File: src/rtl/vga_vram_scheduler.sv
// ============================================================================
// Module      : vga_vram_scheduler
// Description : Time-slot scheduler for a single-port synchronous tile RAM
//               behind an 80x60 tile text/graphics display. Display fetches
//               take every 8th active pixel tick; the remaining clocks are
//               shared round-robin between two write requesters.
//
// Ports
//   clk, reset            : clock and asynchronous active-high reset
//   pixel_tick, video_on,
//   pixel_x, pixel_y      : timing from the sync generator
//   req_x, addr_x, data_x : write request, tile address and data (x = a, b)
//   gnt_x                 : one-cycle grant pulse
//   wr_err                : one-cycle pulse for a granted but rejected write
//                           (address outside the 4800-entry tile map)
//   mem_addr, mem_we,
//   mem_wdata, mem_rdata  : tile RAM port (read data one clk after address)
//   tile_code, tile_valid : last fetched tile code and its one-cycle strobe
//
// Build option
//   VRAM_BLANK_ONLY_WR_EN : when defined, write grants are only issued while
//                           video_on is low; requests in active video wait.
//
// Revision    : 1.0 - initial release
// ============================================================================
`default_nettype none

module vga_vram_scheduler (
    input  logic        clk,
    input  logic        reset,
    input  logic        pixel_tick,
    input  logic        video_on,
    input  logic [9:0]  pixel_x,
    input  logic [9:0]  pixel_y,
    input  logic        req_a,
    input  logic        req_b,
    input  logic [12:0] addr_a,
    input  logic [12:0] addr_b,
    input  logic [7:0]  data_a,
    input  logic [7:0]  data_b,
    output logic        gnt_a,
    output logic        gnt_b,
    output logic        wr_err,
    output logic [12:0] mem_addr,
    output logic        mem_we,
    output logic [7:0]  mem_wdata,
    input  logic [7:0]  mem_rdata,
    output logic [7:0]  tile_code,
    output logic        tile_valid
);

    localparam logic [12:0] C_TILE_COUNT = 13'd4800;
    localparam logic [12:0] C_TILE_COLS  = 13'd80;

    typedef enum logic [1:0] {
        S_IDLE = 2'd0,
        S_DISP = 2'd1,
        S_WR   = 2'd2
    } state_t;

    // ------------------------------------------------------------------
    // Registers
    // ------------------------------------------------------------------
    state_t      r_state;
    logic        r_last_gnt_b;   // 1 when B received the most recent grant
    logic [12:0] r_mem_addr;
    logic [7:0]  r_mem_wdata;
    logic        r_mem_we;
    logic        r_gnt_a;
    logic        r_gnt_b;
    logic        r_wr_err;
    logic        r_fetch_d1;     // RAM data for a fetch arrives this cycle
    logic [7:0]  r_tile_code;
    logic        r_tile_valid;

    // ------------------------------------------------------------------
    // Combinational decision
    // ------------------------------------------------------------------
    state_t      w_state_nxt;
    logic [12:0] w_addr_nxt;
    logic [7:0]  w_wdata_nxt;
    logic        w_we_nxt;
    logic        w_gnt_a_nxt;
    logic        w_gnt_b_nxt;
    logic        w_err_nxt;

    logic        w_disp_slot;
    logic [12:0] w_fetch_addr;
    logic        w_any_req;
    logic        w_wr_allow;
    logic        w_pick_b;
    logic [12:0] w_sel_addr;
    logic [7:0]  w_sel_data;
    logic        w_sel_in_range;

    assign w_disp_slot = pixel_tick & video_on & (pixel_x[2:0] == 3'd0);

    // Row and column are widened before the multiply so the product is
    // formed at full address width.
    assign w_fetch_addr = ({6'd0, pixel_y[9:3]} * C_TILE_COLS)
                        + {6'd0, pixel_x[9:3]};

    assign w_any_req = req_a | req_b;

`ifdef VRAM_BLANK_ONLY_WR_EN
    assign w_wr_allow = ~video_on;
`else
    assign w_wr_allow = 1'b1;
`endif

    // Round robin: on a tie, B wins only if A was served last.
    assign w_pick_b       = req_b & (~req_a | ~r_last_gnt_b);
    assign w_sel_addr     = w_pick_b ? addr_b : addr_a;
    assign w_sel_data     = w_pick_b ? data_b : data_a;
    assign w_sel_in_range = (w_sel_addr < C_TILE_COUNT);

    always_comb begin
        w_state_nxt = S_IDLE;
        w_addr_nxt  = r_mem_addr;
        w_wdata_nxt = r_mem_wdata;
        w_we_nxt    = 1'b0;
        w_gnt_a_nxt = 1'b0;
        w_gnt_b_nxt = 1'b0;
        w_err_nxt   = 1'b0;

        if (w_disp_slot) begin
            // Display fetch beats everything, including pending writes.
            w_state_nxt = S_DISP;
            w_addr_nxt  = w_fetch_addr;
        end else if ((r_state != S_WR) && w_any_req && w_wr_allow) begin
            // A write is never decided while a grant is being issued: the
            // requester's req is still the stale one in that cycle.
            w_state_nxt = S_WR;
            w_addr_nxt  = w_sel_addr;
            w_wdata_nxt = w_sel_data;
            w_we_nxt    = w_sel_in_range;
            w_err_nxt   = ~w_sel_in_range;
            w_gnt_a_nxt = ~w_pick_b;
            w_gnt_b_nxt = w_pick_b;
        end
    end

    // ------------------------------------------------------------------
    // State and registered RAM-port / grant outputs
    // ------------------------------------------------------------------
    always_ff @(posedge clk or posedge reset) begin
        if (reset) begin
            r_state      <= S_IDLE;
            r_last_gnt_b <= 1'b1;
            r_mem_addr   <= 13'd0;
            r_mem_wdata  <= 8'd0;
            r_mem_we     <= 1'b0;
            r_gnt_a      <= 1'b0;
            r_gnt_b      <= 1'b0;
            r_wr_err     <= 1'b0;
        end else begin
            r_state      <= w_state_nxt;
            r_mem_addr   <= w_addr_nxt;
            r_mem_wdata  <= w_wdata_nxt;
            r_mem_we     <= w_we_nxt;
            r_gnt_a      <= w_gnt_a_nxt;
            r_gnt_b      <= w_gnt_b_nxt;
            r_wr_err     <= w_err_nxt;
            if (w_gnt_a_nxt | w_gnt_b_nxt) begin
                r_last_gnt_b <= w_gnt_b_nxt;
            end
        end
    end

    // ------------------------------------------------------------------
    // Tile fetch return path: address in cycle N, RAM data in N+1,
    // captured at the end of N+1, strobed in N+2.
    // ------------------------------------------------------------------
    always_ff @(posedge clk or posedge reset) begin
        if (reset) begin
            r_fetch_d1   <= 1'b0;
            r_tile_code  <= 8'd0;
            r_tile_valid <= 1'b0;
        end else begin
            r_fetch_d1   <= (r_state == S_DISP);
            r_tile_valid <= r_fetch_d1;
            if (r_fetch_d1) begin
                r_tile_code <= mem_rdata;
            end
        end
    end

    assign gnt_a      = r_gnt_a;
    assign gnt_b      = r_gnt_b;
    assign wr_err     = r_wr_err;
    assign mem_addr   = r_mem_addr;
    assign mem_we     = r_mem_we;
    assign mem_wdata  = r_mem_wdata;
    assign tile_code  = r_tile_code;
    assign tile_valid = r_tile_valid;

endmodule

`default_nettype wire

File: config.mk
export PLATFORM = sky130hd
export DESIGN_NAME = vga_vram_scheduler
export DESIGN_NICKNAME = d
export VERILOG_FILES = /design/src/rtl/vga_vram_scheduler.sv
export SDC_FILE = /design/constraint.sdc
export NUM_CORES = 1
export LEC_CHECK = 0
export CAP_MARGIN = 20
export CORE_MARGIN = 3
export CORE_UTILIZATION = 43
export CTS_CLUSTER_SIZE = 16
export DETAILED_ROUTE_END_ITERATION = 10
export GPL_TIMING_DRIVEN = 1
export PLACE_DENSITY = 0.87
export RECOVER_POWER = 25
export SYNTH_ARGS = -nofsm -noshare
export SYNTH_HDL_FRONTEND = slang
export SYNTH_SLANG_ARGS = --single-unit
File: constraint.sdc
create_clock -name clk -period 3 [get_ports clk]
set_input_delay 0.6 -clock clk [delete_from_list [all_inputs] [get_ports clk]]
set_output_delay 0.6 -clock clk [all_outputs]
set_load 0.02 [all_outputs]
==> impl_metrics.json, run 1 <==
{
  "status": "finished, final reports clean",
  "skew_ps": 5.28,
  "hp-start": "r_state[1]$_DFF_PP0_",
  "slew_headroom": 0.382,
  "coreArea_um2": 4820,
  "vias_per_cell": 5.05,
  "max_cap_violations": 0,
  "cts_tree": "built",
  "ir_drop_mv": 0.260,
  "cts_buffers": 5,
  "synth_cell_types": 38,
  "avgSynthCellArea_um2": 10.6,
  "drt_wl_total_um": 5810,
  "ys_ff_latch": 38,
  "setup-violations-final": 0,
  "postLayoutCellArea_um2": 3470,
  "power_mw": 1.82,
  "cts_root_buf": "clkbuf_8",
  "cp.required_ps": 3220,
  "placed_area_um2": 3370,
  "first_pass_iters": 4,
  "ys_warn_count": 0,
  "cpPeakStageDelay_ps": 450,
  "fmax_mhz": 346,
  "fin_crit_sh": 0.964,
  "cts_buffer_depth": 2,
  "diodes": 0,
  "worst_pin_slew_ps": 927,
  "critPathMaxFanout": 2,
  "place_congestion": 0.803,
  "slowest_stage": "fa_1",
  "synth_area_um2": 2170,
  "hold_viol": 0,
  "synth_top_area_share": 0.426,
  "fp-row-count": 25,
  "clkSlewWorstSetupHoldPaths_ps": 80,
  "end_kind": "register",
  "critPathLaunchType": "input pin",
  "area_delta_synth_final_pct": 60.0,
  "layout-drive-gt1-share": 0.123,
  "drtIter0Drc": 67,
  "layout_min_cycle_time_ps": 2890,
  "postCtsResizedCells": 0,
  "setup_slack_ps": 109,
  "antenna_left": 0,
  "io_buffers": 106,
  "wl_per_cell_um": 14.9,
  "cts_sinks": 38,
  "ys_seq_area_frac": 0.438,
  "die_area_um2": 5940,
  "grt_overflow": 0,
  "finalSetupTns_ps": 0,
  "ctsHoldBuffers": 0,
  "vias": 1973,
  "syn_inst": 205,
  "yosysTopAreaCell": "dfrtp_1",
  "antenna_found_initial": 0,
  "grt_max_degree": 39,
  "drc": 0,
  "clk_latency_ps": 290,
  "synth.area.top_cells": "dfrtp_1 (43%), mux2i_1 (11%), ha_1 (7.5%)",
  "power_density_nw_per_um2": 524,
  "maxSlewViolCount": 0,
  "track_usage": 0.207,
  "path_cells": "clkdlybuf4s50_1, ha_1, ha_1, fa_1, a211oi_2, o22ai_1, nor4b_2, xor3_1, a21oi_1",
  "hpwlAfterDp_um": 4580,
  "initial_utilization": 0.451,
  "setup.worst_path.start": "pixel_y[4]",
  "die_h_um": 77.1,
  "dp_worst_setup_slack_ps": -203,
  "crit_top_cell": "ha_1",
  "path_delay_family": "adder cells",
  "cts_htree_levels": 2,
  "io_pins": 110,
  "r2r-start": "r_last_gnt_b$_DFFE_PP1P_",
  "grt_pass1_wl_um": 9650,
  "p_leak_nw": 1.55,
  "syn-num-nets": 296,
  "die-width_um": 77.1,
  "grt_pass1_vias": 2033,
  "hp-class": "register to register",
  "arrival_ps": 3120,
  "finalNetCount": 414,
  "critPathKind": "input pin to register",
  "utilization": 0.721,
  "cts_setup_buffers": 0,
  "cp_num_buf_inv": 1
}
-- final timing paths --
check	to	slack, ps	cells after the start
max	mem_addr[12]$_DFFE_PP0P_	110	9
min	r_fetch_d1$_DFF_PP0_	440	1
max reg2reg	wr_err$_DFF_PP0_	1350	5
min reg2reg	r_fetch_d1$_DFF_PP0_	440	1
max in group asynchronous	mem_addr[7]$_DFFE_PP0P_	1400	3
min in group asynchronous	tile_code[5]$_DFFE_PP0P_	1030	3
-- cells in the mapped netlist --
master	instances
o21bai_1	2
a211o_1	1
xor2_1	4
a21oi_1	16
o21ai_0	20
a21boi_4	1
o21a_1	1
and3_1	1
buf_6	1
xor3_1	1
dfstp_2	1
and2_1	1
clkbuf_1	3
fa_1	2
nand2b_1	1
nand2_1	19
nor2b_1	1
nand3b_1	1
inv_1	5
mux2i_1	23
a211oi_1	2
buf_2	3
o211ai_1	2
o21ba_2	1
o22ai_1	1
ha_1	13
and4b_2	1
xnor2_1	2
dfrtp_1	37
o22ai_2	1
nor4b_2	1
nor2_1	18
nand4_1	2
or4_1	1
a211oi_2	1
buf_4	3
a21o_1	3
mux2_2	8
-- worst reg2reg max path: cells and delay by family, from the launching register on --
family	cells	cell delay, ps
muxes	1	310
AOI/OAI and AO/OA	3	630
and+or+nand+nor	1	220
DFF	1	390
-- logic make-up (layout without fill, tap and decap cells) --
family,count (synthesis),in the layout,share of synthesized area
simple gates,47,47,0.100
buf+inv,15,134,0.0363
mux,31,31,0.147
fa+ha+maj,15,15,0.0933
flops,38,38,0.438
xor+xnor,7,7,0.0351
compound gates,52,52,0.149
-- registers in the layout, indices dropped and copies added, names as in the netlist --
| register | count |
|---|---|
| gnt_a | 1 |
| gnt_b | 1 |
| mem_addr | 13 |
| mem_wdata | 8 |
| mem_we | 1 |
| r_fetch_d1 | 1 |
| r_last_gnt_b | 1 |
| r_state | 2 |
| tile_code | 8 |
| tile_valid | 1 |
| wr_err | 1 |
-- cell type report --
class,count,area (um^2)
flip-flops and latches,38,952
clock buffers,6,82.6
fillers,364,1340
clock inverters,2,12.5
repair buffers,121,1170
inverters,5,18.8
well taps,67,83.8
multi-input cells,152,1150
-- cell usage in the layout, fill, tap and decap left out, types with 2 or more instances in the layout --
cell type / Yosys / layout
dlygate4sd3_1: 0 / 4
fa_1: 2 / 2
a21o_1: 3 / 3
xnor2_1: 2 / 2
clkbuf_8: 0 / 6
nor2_1: 18 / 18
mux2_2: 8 / 8
nand2_1: 19 / 19
xor2_1: 4 / 3
inv_1: 5 / 5
ha_1: 13 / 13
buf_4: 3 / 14
mux2i_1: 23 / 23
nand4_1: 2 / 2
o21ai_0: 20 / 20
dfrtp_1: 37 / 37
o21bai_1: 2 / 2
a21oi_1: 16 / 16
clkdlybuf4s50_1: 0 / 102
o211ai_1: 2 / 2
a211oi_2: 1 / 2
-- routing by layer --
metal  GRT usage  vias to the layer above  share of wire
met3      0.0552                       14          0.058
met5           0                        -              0
li1            -                      961              -
met2       0.361                       66           0.51
met4      0.0854                        0          0.024
met1       0.238                      932           0.40
-- report_power, final --
group | total (mW) | switching (mW) | internal [mW] | leakage [nW]
clock | 0.372 | 0.187 | 0.185 | 0.0472
sequential | 0.674 | 0.0555 | 0.619 | 0.474
combinational | 0.773 | 0.366 | 0.408 | 1.03
total | 1.82 | 0.608 | 1.21 | 1.55
-- stage by stage --
step / hold WS (ps) / instances
after floorplan: 352 / 205
after global placement: 419 / 383
after detailed placement: 437 / 383
after CTS: 446 / 391
after global routing: 465 / 391
final: 438 / 391
(Power assumes the default switching activity.)
==> run 2, diff against run 1 <==
ABC_CLOCK_PERIOD_IN_PS = 3000   (was default)
SLEW_MARGIN = 40   (was default)
==> results of run 2 <==
No change in the layout: final DEF, timing and power equal those of run 1.
